**src/rtl/pcm_link_pkg.sv**
```systemverilog
// Shared state type, default sync header and frame-length helper for the PCM framer.
// Build macro FRAME_PARITY_EN adds a PAR state and a trailing even-parity bit.
package pcm_link_pkg;

`ifdef FRAME_PARITY_EN
  typedef enum logic [1:0] {IDLE, SYNC, DATA, PAR} frame_state_e;
  localparam int PARITY_BITS = 1;
`else
  typedef enum logic [1:0] {IDLE, SYNC, DATA} frame_state_e;
  localparam int PARITY_BITS = 0;
`endif

  localparam logic [15:0] DEFAULT_SYNC_WORD = 16'h00B8;

  function automatic int FRAME_LEN(input int syncW, input int dataW);
    return syncW + dataW + PARITY_BITS;
  endfunction

endpackage

```
**src/rtl/serializer_hold_buf.sv**
```systemverilog
// One-entry holding buffer between the sample handshake and the framer.
// Unaffected by FRAME_PARITY_EN.
module serializer_hold_buf
  import pcm_link_pkg::*;
#(
  parameter int DATA_W = 8
) (
  input  logic              clk,
  input  logic              reset,
  input  logic              push_i,
  input  logic [DATA_W-1:0] data_i,
  input  logic              pop_i,
  output logic [DATA_W-1:0] data_o,
  output logic              full_o
);

  logic              full_q, full_d;
  logic [DATA_W-1:0] data_q, data_d;

  // A push only arrives while empty, so a push alongside a pop simply refills.
  always_comb begin
    full_d = full_q;
    data_d = data_q;
    if (pop_i) full_d = 1'b0;
    if (push_i) begin
      full_d = 1'b1;
      data_d = data_i;
    end
  end

  always_ff @(posedge clk) begin
    if (reset) begin
      full_q <= 1'b0;
      data_q <= '0;
    end else begin
      full_q <= full_d;
      data_q <= data_d;
    end
  end

  assign data_o = data_q;
  assign full_o = full_q;

endmodule

```
**src/rtl/pcm_frame_serializer.sv**
```systemverilog
// Serialises buffered samples as SYNC_WORD + sample frames, one bit per bit_en strobe.
// Build macro FRAME_PARITY_EN appends an even-parity bit after the sample.
module pcm_frame_serializer
  import pcm_link_pkg::*;
#(
  parameter int                DATA_W    = 8,
  parameter int                SYNC_W    = 8,
  parameter logic [SYNC_W-1:0] SYNC_WORD = SYNC_W'(DEFAULT_SYNC_WORD),
  parameter logic              IDLE_BIT  = 1'b0,
  parameter bit                MSB_FIRST = 1'b1
) (
  input  logic              clk,
  input  logic              reset,
  input  logic              bit_en,
  input  logic              send,
  input  logic [DATA_W-1:0] in_data,
  input  logic              in_valid,
  output logic              in_ready,
  output logic              out_bit,
  output logic              out_valid,
  output logic              frame_start,
  output logic              busy
);

  localparam int CNT_W = $clog2(((SYNC_W > DATA_W) ? SYNC_W : DATA_W) + 1);
  localparam logic [CNT_W-1:0] SYNC_LAST = CNT_W'(SYNC_W - 1);
  localparam logic [CNT_W-1:0] DATA_LAST = CNT_W'(DATA_W - 1);

  frame_state_e      state_q;
  logic [CNT_W-1:0]  cnt_q;
  logic [DATA_W-1:0] shift_q;
  logic [SYNC_W-1:0] sync_q;
  logic              outBit_q, outValid_q, frameStart_q;
`ifdef FRAME_PARITY_EN
  logic              par_q;
`endif

  logic [DATA_W-1:0] holdData, shiftNext;
  logic              holdFull, launch, frameEnd, headBit;

  serializer_hold_buf #(.DATA_W(DATA_W)) u_holdBuf (
    .clk    (clk),
    .reset  (reset),
    .push_i (in_valid && in_ready),
    .data_i (in_data),
    .pop_i  (launch),
    .data_o (holdData),
    .full_o (holdFull)
  );

  assign in_ready = !holdFull;

  // frameEnd marks the final bit of a frame currently on the line.
`ifdef FRAME_PARITY_EN
  assign frameEnd = (state_q == PAR);
`else
  assign frameEnd = (state_q == DATA) && (cnt_q == DATA_LAST);
`endif
  assign launch    = bit_en && holdFull && send && ((state_q == IDLE) || frameEnd);
  assign headBit   = MSB_FIRST ? shift_q[DATA_W-1] : shift_q[0];
  assign shiftNext = MSB_FIRST ? (shift_q << 1) : (shift_q >> 1);

  always_ff @(posedge clk) begin
    if (reset) begin
      state_q      <= IDLE;
      cnt_q        <= '0;
      shift_q      <= '0;
      sync_q       <= '0;
      outBit_q     <= IDLE_BIT;
      outValid_q   <= 1'b0;
      frameStart_q <= 1'b0;
`ifdef FRAME_PARITY_EN
      par_q        <= 1'b0;
`endif
    end else if (bit_en) begin
      frameStart_q <= 1'b0;
      if (launch) begin
        shift_q      <= holdData;
        sync_q       <= SYNC_WORD << 1;
        outBit_q     <= SYNC_WORD[SYNC_W-1];
        outValid_q   <= 1'b1;
        frameStart_q <= 1'b1;
        state_q      <= SYNC;
        cnt_q        <= '0;
`ifdef FRAME_PARITY_EN
        par_q        <= ^holdData;
`endif
      end else begin
        case (state_q)
          SYNC: begin
            if (cnt_q == SYNC_LAST) begin
              state_q  <= DATA;
              cnt_q    <= '0;
              outBit_q <= headBit;
              shift_q  <= shiftNext;
            end else begin
              cnt_q    <= cnt_q + CNT_W'(1);
              outBit_q <= sync_q[SYNC_W-1];
              sync_q   <= sync_q << 1;
            end
          end
          DATA: begin
            if (cnt_q == DATA_LAST) begin
`ifdef FRAME_PARITY_EN
              state_q    <= PAR;
              outBit_q   <= par_q;
`else
              state_q    <= IDLE;
              outBit_q   <= IDLE_BIT;
              outValid_q <= 1'b0;
`endif
            end else begin
              cnt_q    <= cnt_q + CNT_W'(1);
              outBit_q <= headBit;
              shift_q  <= shiftNext;
            end
          end
          default: begin
            state_q    <= IDLE;
            outBit_q   <= IDLE_BIT;
            outValid_q <= 1'b0;
          end
        endcase
      end
    end
  end

  assign out_bit     = outBit_q;
  assign out_valid   = outValid_q;
  assign frame_start = frameStart_q;
  assign busy        = outValid_q;

endmodule

```
**config.mk**
```make
export PLATFORM = sky130hd
export DESIGN_NAME = pcm_frame_serializer
export DESIGN_NICKNAME = d
export VERILOG_FILES = /design/src/rtl/pcm_link_pkg.sv /design/src/rtl/serializer_hold_buf.sv /design/src/rtl/pcm_frame_serializer.sv
export SDC_FILE = /design/constraint.sdc
export NUM_CORES = 1
export LEC_CHECK = 0
export BUFFER_PORTS_ARGS = -buffer_cell sky130_fd_sc_hd__buf_2
export CORE_UTILIZATION = 40
export CTS_CLUSTER_DIAMETER = 120
export DETAILED_ROUTE_END_ITERATION = 10
export HOLD_SLACK_MARGIN = 0.12
export MAX_ROUTING_LAYER = met4
export PLACE_DENSITY_LB_ADDON = 0.25
export SLEW_MARGIN = 15
export SYNTH_ARGS = -nofsm -noshare
export SYNTH_HDL_FRONTEND = slang
export SYNTH_SLANG_ARGS = --single-unit
export TNS_END_PERCENT = 100
```
**constraint.sdc**
```tcl
create_clock -name clk -period 2.9 [get_ports clk]
set_input_delay 0.29 -clock clk [delete_from_list [all_inputs] [get_ports clk]]
set_output_delay 0.29 -clock clk [all_outputs]
set_load 0.02 [all_outputs]
```
### Word level (Yosys, flattened, before mapping)

Index checks and enable logic that the tools add are counted.

* $add $sub $neg: 1
* eq/ne operators: 8
* multiplexer cells: 25
* reductions and logical operators: 16

Operators with widths (count)
* $mux W8: 6
* $pmux W8 S2: 1
* $mux W4: 3
* $reduce_and A3 Y1: 4
* $mux W1: 8
* $pmux W4 S2: 1
* $mux W2: 3
* $ne A3 B3 Y1 const B: 2
* $logic_and A1 B1 Y1: 5
* $add A4 B1 Y4 const B: 1
* $eq A4 B3 Y1 const B: 1
* $ne A2 B2 Y1 const B: 2
* $pmux W1 S2: 2
* $pmux W2 S2: 1
* $reduce_and A4 Y1: 1
* $reduce_bool A2 Y1: 2
* $ne A3 B2 Y1 const B: 1
* $reduce_bool A3 Y1: 1
* $eq A2 B1 Y1 const B: 1
* $eq A2 B2 Y1 const B: 1
* $logic_not A2 Y1: 1
* $logic_not A1 Y1: 1
* $logic_or A1 B1 Y1: 1

* register bits after elaboration: 34
* input bits: 13
* output and inout bits: 5
* logic and storage cells: 59

### Longest topological paths before layout

Gate-level depths: netlist (run 1).

* depth after elaboration: 6
* depth in mapped cells: 7

### By module

From an unflattened synthesis (run 1), not the netlist that was laid out.

* cells, all modules: 170
* area, all modules: 1550.2 µm²

By module, submodules not included
* pcm_frame_serializer: times used 1, cells an instance 140, area an instance 1228.7 µm²
* serializer_hold_buf: times used 1, cells an instance 30, area an instance 321.6 µm²

### Least setup slack after synthesis (run 1)

No wires, ideal clock.

* path type: reg-to-reg
* start point: register state_q[0]
* end point: register cnt_q[2]
* setup time: 0.058 ns
* arrival: 1.571 ns
* required time: 2.842 ns
* path slack: 1.271 ns
* stages on the path, launching flop included: 7
* clock period less this slack: 1.629 ns
* cell sequence: dfxtp_1 inv_1 ha_1 and4b_4 a21o_1 a2111oi_1 o21a_1

* cells in the longest elaborated chain, start to end: 6

Ends and longest elaborated chain
* start, declared: RTL line pcm_frame_serializer.sv:29 `frame_state_e state_q;`
* start signal, assigned: RTL line pcm_frame_serializer.sv:65 `state_q <= IDLE;`
* start signal, assigned: RTL line pcm_frame_serializer.sv:83 `state_q <= SYNC;`
* start signal, assigned: RTL line pcm_frame_serializer.sv:92 `state_q <= DATA;`
* $eq A2 B2 Y1: RTL line pcm_frame_serializer.sv:57, pcm_frame_serializer.sv:89
* $logic_and A1 B1 Y1: RTL line pcm_frame_serializer.sv:57 `assign frameEnd = (state_q == DATA) && (cnt_q == DATA_LAST);`
* $logic_or A1 B1 Y1: RTL line pcm_frame_serializer.sv:59 `assign launch = bit_en && holdFull && send && ((state_q == IDLE) || frameEnd);`
* $logic_and A1 B1 Y1: RTL line pcm_frame_serializer.sv:59
* $ne A3 B3 Y1 (no line) or $reduce_bool A3 Y1 (tied branches)
* $reduce_and A3 Y1 (no line)
* end signal, assigned: RTL line pcm_frame_serializer.sv:97 `cnt_q <= cnt_q + CNT_W'(1);`
* end signal, assigned: RTL line pcm_frame_serializer.sv:113 `cnt_q <= cnt_q + CNT_W'(1);`
* end, declared: RTL line pcm_frame_serializer.sv:30 `logic [CNT_W-1:0] cnt_q;`

Several ways; a longest one is shown, not always the timed one.
A chain may end at the register's enable or synchronous reset.

### Final worst setup path (run 1)

* start point: register state_q[0]
* end point: register shift_q[3]

* cells in the longest elaborated chain, start to end: 6

Ends and longest elaborated chain
* $eq A2 B2 Y1: RTL line pcm_frame_serializer.sv:57, pcm_frame_serializer.sv:89
* $logic_and A1 B1 Y1: RTL line pcm_frame_serializer.sv:57
* $logic_or A1 B1 Y1: RTL line pcm_frame_serializer.sv:59
* $logic_and A1 B1 Y1: RTL line pcm_frame_serializer.sv:59
* $ne A3 B3 Y1 (no line) or $reduce_bool A3 Y1 (tied branches)
* $reduce_and A4 Y1 (no line)
* end signal, assigned: RTL line pcm_frame_serializer.sv:78 `shift_q <= holdData;`
* end signal, assigned: RTL line pcm_frame_serializer.sv:95 `shift_q <= shiftNext;`
* end signal, assigned: RTL line pcm_frame_serializer.sv:115 `shift_q <= shiftNext;`
* end, declared: RTL line pcm_frame_serializer.sv:31 `logic [DATA_W-1:0] shift_q;`

Several ways; a longest one is shown, not always the timed one.

==> metrics.cfg, run 1 <==
[worst_setup_path]
crit_path_top_delay_cell=o21bai_2
cpPeakStageDelay_ns=0.49
worst-path-max-fanout=15
end_kind=flop
crit_type=reg2reg
cp.arrival_ns=2.21
r2r_cells=6
cp_cell_sequence=inv_1, ha_1, and4b_4, o21bai_2, o221ai_1, a21oi_1
start_kind=flop
crit_required_ns=3.15

[power_and_ir_drop]
leakage_nw=0.5839
switchingPower_mw=0.2008
max-vdd-ir-drop_uv=262.6
p_seq_share_pct=56.7
p_sw_share_pct=25.67
finalPower_mw=0.7821
p_per_area_nw_per_um2=497.3
p_int_mw=0.5813
combPwrFrac_pct=12.7
clockPowerShare_pct=30.6

[cells_and_area]
postLayoutCellArea_sq_um=1573
fin_cells=228
nets=200
antenna_cells=0
area_delta_synth_final_pct=9.590
fillers=347
drive_gt1_share_pct=15.93

[timing]
tns_ns=0
holdWs_ns=0.2017
hold_viol=0
relSlewSlack_pct=59.48
fmax_ghz=0.5109
period_share_pct=67.49
rsz0062_at_grt=false
fin_skew_ns=0.01171
worstMarginPinSlew_ns=0.6074
slew_violations=0
period_needed_ns=1.957
setup_viol=0

[drt]
avgViaCountPerCell=5.189
wire_per_inst_um=12.22
drt_iter0_drc=25
wirelength_um=2787
num_vias=1183
antenna_left=0
drc=0
firstDrtPassIters=4

[hold_path]
hold_path.class=in2reg
holdPathStages=3

[die]
ioPinCount=18
initial_core_util_pct=42.34
rows=21
dieArea_sq_um=3832
dieHeight_um=61.90
core_area_sq_um=3390
die_w_um=61.90

[synthesis]
ys_top_cells_by_count=dfxtp_1, a21oi_1, nand2_1
async_flop_share_pct=0
synth_area_per_cell_sq_um=8.442
yosys.area_share.simple_pct=23.37
syn_area_sq_um=1435
synth_seq_cells=30
synth_top_area_share_pct=41.85
yosysMostFrequentCell=dfxtp_1
synth_xor_area_share_pct=0
muxShareOfSynthArea_pct=4.359
synth_top_family_by_area=simple AND/OR/NAND/NOR gates
synth_compound_area_share_pct=21.71
synth.distinct_cells=38
yosys_warnings=0
synth_area_leaders=dfxtp_1, a21oi_1, nand2_1
yosysSeqAreaShare_pct=41.85
synth_top_area_cell=dfxtp_1
synth_fa_ha_area_share_pct=3.487
synth_edf_count=0
synth_nets=187
synth_ff_type=dfxtp_1
synth_cells=170

[place]
dp_hpwl_um=1986
placed_cells=222
place.gp.congestion=0.7651
dpl_cell_area_sq_um=1521
port_buffers=17

[clocking]
clock_path_buffers=2
ctsResizeCount=0
cts-root-buf=clkbuf_4
htreeDepth=2
postCtsHoldBufs=0
clk_pin_slew_ns=0.09
clock-sinks=30
post-cts-setup-buffers=0
clkLatencyLatePin_ns=0.32
cts_made_buffers=5
cts_tree=done

[outcome]
outcome=completed

[global_routing]
grt_overflow_total=0
grt_max_degree=29
antenna_found_initial=0
grt_pass1_wl_um=4788
track_usage_pct=17.83
grt_pass1_vias=1084

[flow_run]
max_cap_violations=0

[state kept, by name, indices dropped and copies added, names as in the netlist]
name              cells
busy                  1
cnt_q                 4
frame_start           1
out_bit               1
shift_q               8
state_q               2
sync_q                4
u_holdBuf.data_o      8
u_holdBuf.full_o      1
[power by group through the flow]
stage | logic [mW] | registers [mW] | clock network (mW)
5_1_grt | 0.114 | 0.447 | 0.267
3_3_place_gp | 0.0975 | 0.452 | 0
4_1_cts | 0.101 | 0.444 | 0.250
3_5_place_dp | 0.100 | 0.453 | 0
6_report | 0.0995 | 0.443 | 0.239
2_1_floorplan | 0.0759 | 0.452 | 0
[kinds of logic (layout without fill, tap and decap cells)]
group | after synthesis | after routing
fa+ha+maj | 4 | 4
flops | 30 | 30
compound gates | 49 | 49
simple gates | 66 | 66
mux | 5 | 5
buf+inv | 16 | 28
[worst max-delay path, delay by kind of cell (launching register included)]
kind            cells  cell delay (ns)
simple gates        1             0.26
compound gates      3             0.90
flops               1             0.36
buf+inv             1             0.07
fa+ha+maj           1             0.29
[final timing paths]
kind                       startpoint  slack, ns             endpoint
setup / recovery           state_q[0]       0.94           shift_q[3]
setup reg to reg           state_q[0]       0.94           shift_q[3]
hold reg to reg   u_holdBuf.data_o[0]       0.46           shift_q[0]
hold / removal             in_data[6]       0.20  u_holdBuf.data_o[6]
[metal layers]
| metal | track usage, % | routed length (um) | up-vias |
|---|---|---|---|
| met3 | 6.832 | 109 | 2 |
| met1 | 20.05 | 1324 | 533 |
| met4 | 5.714 | 17 | 0 |
| met5 | - | 0 | - |
| met2 | 29.19 | 1336 | 25 |
| li1 | - | - | 623 |
[per-stage QoR]
step | util [%] | setup slack [ns]
6_report | 46.40 | 0.9428
3_3_place_gp | 44.89 | 1.053
3_5_place_dp | 44.89 | 0.9662
5_1_grt | 46.40 | 0.7524
2_1_floorplan | - | 1.271
4_1_cts | 46.40 | 0.9392
[cells in the final DEF, fill, tap and decap left out]
master,count
nand3_1,5
o32ai_1,1
nor2_2,1
or3_1,1
mux2i_4,1
and4b_4,1
o221ai_1,6
a21oi_1,28
o21ai_1,1
nor3_1,2
inv_1,5
nand2_1,28
dfxtp_1,30
a2111oi_1,1
a32o_1,1
o21ba_2,1
buf_2,17
a21o_1,1
ha_1,4
a31oi_1,1
and3_1,1
and3b_1,1
nor2_1,6
a21bo_2,1
mux2i_1,4
clkbuf_8,1
a41oi_1,1
nand3b_1,5
o21bai_2,1
clkbuf_4,5
nor2b_1,3
o21a_1,1
nand4_1,1
nand2b_1,10
nor4_1,1
o21ai_0,3
a311oi_1,1
[area by class of cell]
cell class	instances	area (sq um)	area share, %
sequential	30	600.6	38.19
timing repair buffer	17	85.08	5.410
clock buffer	6	51.30	3.262
multi-input combinational	124	759.5	48.29
inverter	5	18.77	1.193
tap	46	57.56	3.660
No activity file was read; power rests on OpenSTA's default activity.
==> run 2: changes to the inputs <==
--- a/config.mk
+++ b/config.mk
@@ -5,6 +5,7 @@
 export SDC_FILE = /design/constraint.sdc
 export NUM_CORES = 1
 export LEC_CHECK = 0
+export ABC_AREA = 1
 export BUFFER_PORTS_ARGS = -buffer_cell sky130_fd_sc_hd__buf_2
 export CORE_UTILIZATION = 40
 export CTS_CLUSTER_DIAMETER = 120
==> constraint.sdc (replaced) <==
create_clock -name clk -period 1.78 [get_ports clk]
set_input_delay 0.178 -clock clk [delete_from_list [all_inputs] [get_ports clk]]
set_output_delay 0.178 -clock clk [all_outputs]
set_load 0.02 [all_outputs]
==> run 2 against run 1 <==
Clock skew down 0.0084 ns; area after synthesis up 3.7%; sequential share of layout area down 3.8 points; fmax up 19%; synthesized cell count up 35%; critical path type unchanged; largest cell class unchanged.
==> metrics.cfg, run 2 <==
[clocking]
clkLatencyLatePin_ns=0.28  ; was 0.32 ns
cts_made_buffers=5  ; unchanged
htreeDepth=2  ; unchanged
cts_tree=done  ; unchanged
postCtsHoldBufs=0  ; unchanged
clk_pin_slew_ns=0.06  ; was 0.09 ns
clock_path_buffers=2  ; unchanged
cts-root-buf=clkbuf_8  ; was clkbuf_4
clock-sinks=30  ; unchanged

[drt]
antenna_left=0  ; unchanged
avgViaCountPerCell=4.515  ; was 5.189
firstDrtPassIters=4  ; unchanged
drt_iter0_drc=77  ; was 25
num_vias=1350  ; was 1183
wirelength_um=3070  ; was 2787 um
wire_per_inst_um=10.27  ; was 12.22 um
drc=0  ; unchanged

[synthesis]
ys_top_cells_by_count=nand2_1, nor2_1, dfxtp_1  ; was dfxtp_1, a21oi_1, nand2_1
syn_area_sq_um=1489  ; was 1435 sq um
synth_area_leaders=dfxtp_1, nand2_1, nor2_1  ; was dfxtp_1, a21oi_1, nand2_1
synth_seq_cells=30  ; unchanged
synth_cells=229  ; was 170
yosysSeqAreaShare_pct=40.34  ; was 41.85%
synth_top_area_share_pct=40.34  ; was 41.85%
synth_nets=246  ; was 187
async_flop_share_pct=0  ; unchanged
synth_edf_count=0  ; unchanged
synth_top_area_cell=dfxtp_1  ; unchanged
synth_ff_type=dfxtp_1  ; unchanged
synth_area_per_cell_sq_um=6.502  ; was 8.442 sq um
synth.distinct_cells=19  ; was 38
yosys_warnings=0  ; unchanged
yosysMostFrequentCell=nand2_1  ; was dfxtp_1

[die]
rows=21  ; unchanged
die_w_um=63.01  ; was 61.90 um
dieHeight_um=63.01  ; was 61.90 um
initial_core_util_pct=43.26  ; was 42.34%
dieArea_sq_um=3970  ; was 3832 sq um
core_area_sq_um=3442  ; was 3390 sq um
ioPinCount=18  ; unchanged

[global_routing]
grt_overflow_total=0  ; unchanged
antenna_found_initial=0  ; unchanged
grt_pass1_wl_um=5333  ; was 4788 um
track_usage_pct=17.96  ; was 17.83%
grt_max_degree=19  ; was 29
grt_pass1_vias=1227  ; was 1084

[cells_and_area]
layout_commonest_cell=nand2_1  ; was dfxtp_1
fillers=356  ; was 347
final_cell_mix=nand2_1, nor2_1, dfxtp_1, inv_1, buf_2  ; was dfxtp_1, nand2_1, a21oi_1, buf_2, nand2b_1
area_delta_synth_final_pct=17.40  ; was 9.590%
drive_gt1_share_pct=15.42  ; was 15.93%
antenna_cells=0  ; unchanged
fin_cells=299  ; was 228
nets=270  ; was 200

[timing]
worstMarginPinSlew_ns=0.3276  ; was 0.6074 ns
hold_viol=0  ; unchanged
slew_violations=0  ; unchanged
setup_viol=0  ; unchanged
fin_skew_ns=0.003336  ; was 0.01171 ns
period_needed_ns=1.638  ; was 1.957 ns
relSlewSlack_pct=77.93  ; was 59.48%
tns_ns=0  ; unchanged
period_share_pct=92.01  ; was 67.49%
fmax_ghz=0.6106  ; was 0.5109 GHz

[power_and_ir_drop]
p_seq_share_pct=44.4  ; was 56.7%
max-vdd-ir-drop_uv=617.5  ; was 262.6 uV
finalPower_mw=1.676  ; was 0.7821 mW
p_sw_share_pct=25.31  ; was 25.67%
p_per_area_nw_per_um2=959.1  ; was 497.3 nW/um^2
combPwrFrac_pct=14.0  ; was 12.7%
clockPowerShare_pct=41.6  ; was 30.6%
switchingPower_mw=0.4243  ; was 0.2008 mW
p_int_mw=1.252  ; was 0.5813 mW
leakage_nw=0.9136  ; was 0.5839 nW

[worst_setup_path]
cpPeakStageDelay_ns=0.32  ; was 0.49 ns
start_kind=flop  ; unchanged
worst-path-max-fanout=6  ; was 15
critPathTopFamily=simple AND/OR/NAND/NOR gates  ; was compound AO/OA/AOI/OAI gates
worst-path-buf-inv=3  ; was 1
crit_path_top_delay_cell=dfxtp_1  ; was o21bai_2
cp.arrival_ns=1.82  ; was 2.21 ns
crit_type=reg2reg  ; unchanged
crit_required_ns=1.96  ; was 3.15 ns
cp_cell_sequence=inv_1, ha_1, nand4_1, nand2_2, nand2_4, buf_4, buf_4, nand2_1, o21ai_2, nor2_1, nor2_1  ; was inv_1, ha_1, and4b_4, o21bai_2, o221ai_1, a21oi_1
end_kind=flop  ; unchanged

[place]
dp_hpwl_um=2165  ; was 1986 um
placed_cells=288  ; was 222
place.gp.congestion=0.8667  ; was 0.7651
port_buffers=17  ; unchanged

[flow_run]
max_cap_violations=0  ; unchanged

[outcome]
outcome=completed  ; unchanged

[hold_path]
hold_path.class=in2reg  ; unchanged

run 2: cell count changes after synthesis, moves of 8 or more:
cell,before,now
nor2_1,6,48
nand2_1,28,68
inv_1,5,28
a21oi_1,28,13
nand2b_1,10,0
o21ai_0,3,11
run 2: per-layer routing:
metal	wire (um)	up-vias	global-route usage, %
li1	-	747	-
met3	108	2	7.299
met4	27	0	6.395
met1	1594	586	21.85
met2	1340	15	26.48
met5	0	-	-
run 2: per-stage QoR:
stage | util (%) | setup WS [ns] | hold WS, ns | instance area, sq um
after floorplan | - | 0.2998 | 0.3447 | 1489
after global routing | 50.78 | -0.01096 | 0.1416 | 1748
after CTS | 49.73 | 0.08950 | 0.1338 | 1712
final | 50.78 | 0.1422 | 0.1440 | 1748
after global placement | 46.46 | 0.1509 | 0.4269 | 1599
after detailed placement | 46.46 | 0.1162 | 0.4328 | 1599
run 2: area by class of cell:
cell class	instances	area (sq um)	area share, %
clock inverter	1	30.03	1.718
clock buffer	6	82.58	4.724
multi-input combinational	162	723.2	41.37
tap	46	57.56	3.293
timing repair buffer	25	145.1	8.303
sequential	30	600.6	34.36
inverter	29	108.9	6.228
run 2: worst paths after layout:
kind | end | slack (ns) | cells past startpoint | from
worst max-delay path | shift_q[1] | 0.14 | 11 | state_q[0]
worst min-delay path | u_holdBuf.data_o[0] | 0.14 | 3 | in_data[0]
worst max register to register | shift_q[1] | 0.14 | 11 | state_q[0]
worst min register to register | shift_q[0] | 0.47 | 2 | shift_q[0]
run 2: logic make-up after synthesis:
logic type                 count (synthesis)  synth area share [%]
and+or+nand+nor                          132                 35.63
buffers and inverters                     38                 12.02
DFF                                       30                 40.34
AOI/OAI and AO/OA                         25                 8.655
adders and majority gates                  4                 3.361
run 2: power by group through the flow:
stage | Sequential (mW) | Clock (mW) | Combinational [mW]
4_1_cts | 0.744 | 0.714 | 0.228
6_report | 0.744 | 0.698 | 0.235
3_5_place_dp | 0.759 | 0 | 0.227
5_1_grt | 0.750 | 0.751 | 0.273
2_1_floorplan | 0.757 | 0 | 0.177
3_3_place_gp | 0.758 | 0 | 0.226
run 2: worst reg2reg max path, stage by stage (launching register included):
cell and delay [ns]:
dfxtp_1 0.32, inv_1 0.08, ha_1 0.24, nand4_1 0.16
nand2_2 0.14, nand2_4 0.08, buf_4 0.14, buf_4 0.13
nand2_1 0.06, o21ai_2 0.05, nor2_1 0.09, nor2_1 0.05
run 2: repair_timing:
action                     CTS  global route
setup endpoints to repair    0            13
gates resized for setup      0             2
setup buffers                0             3
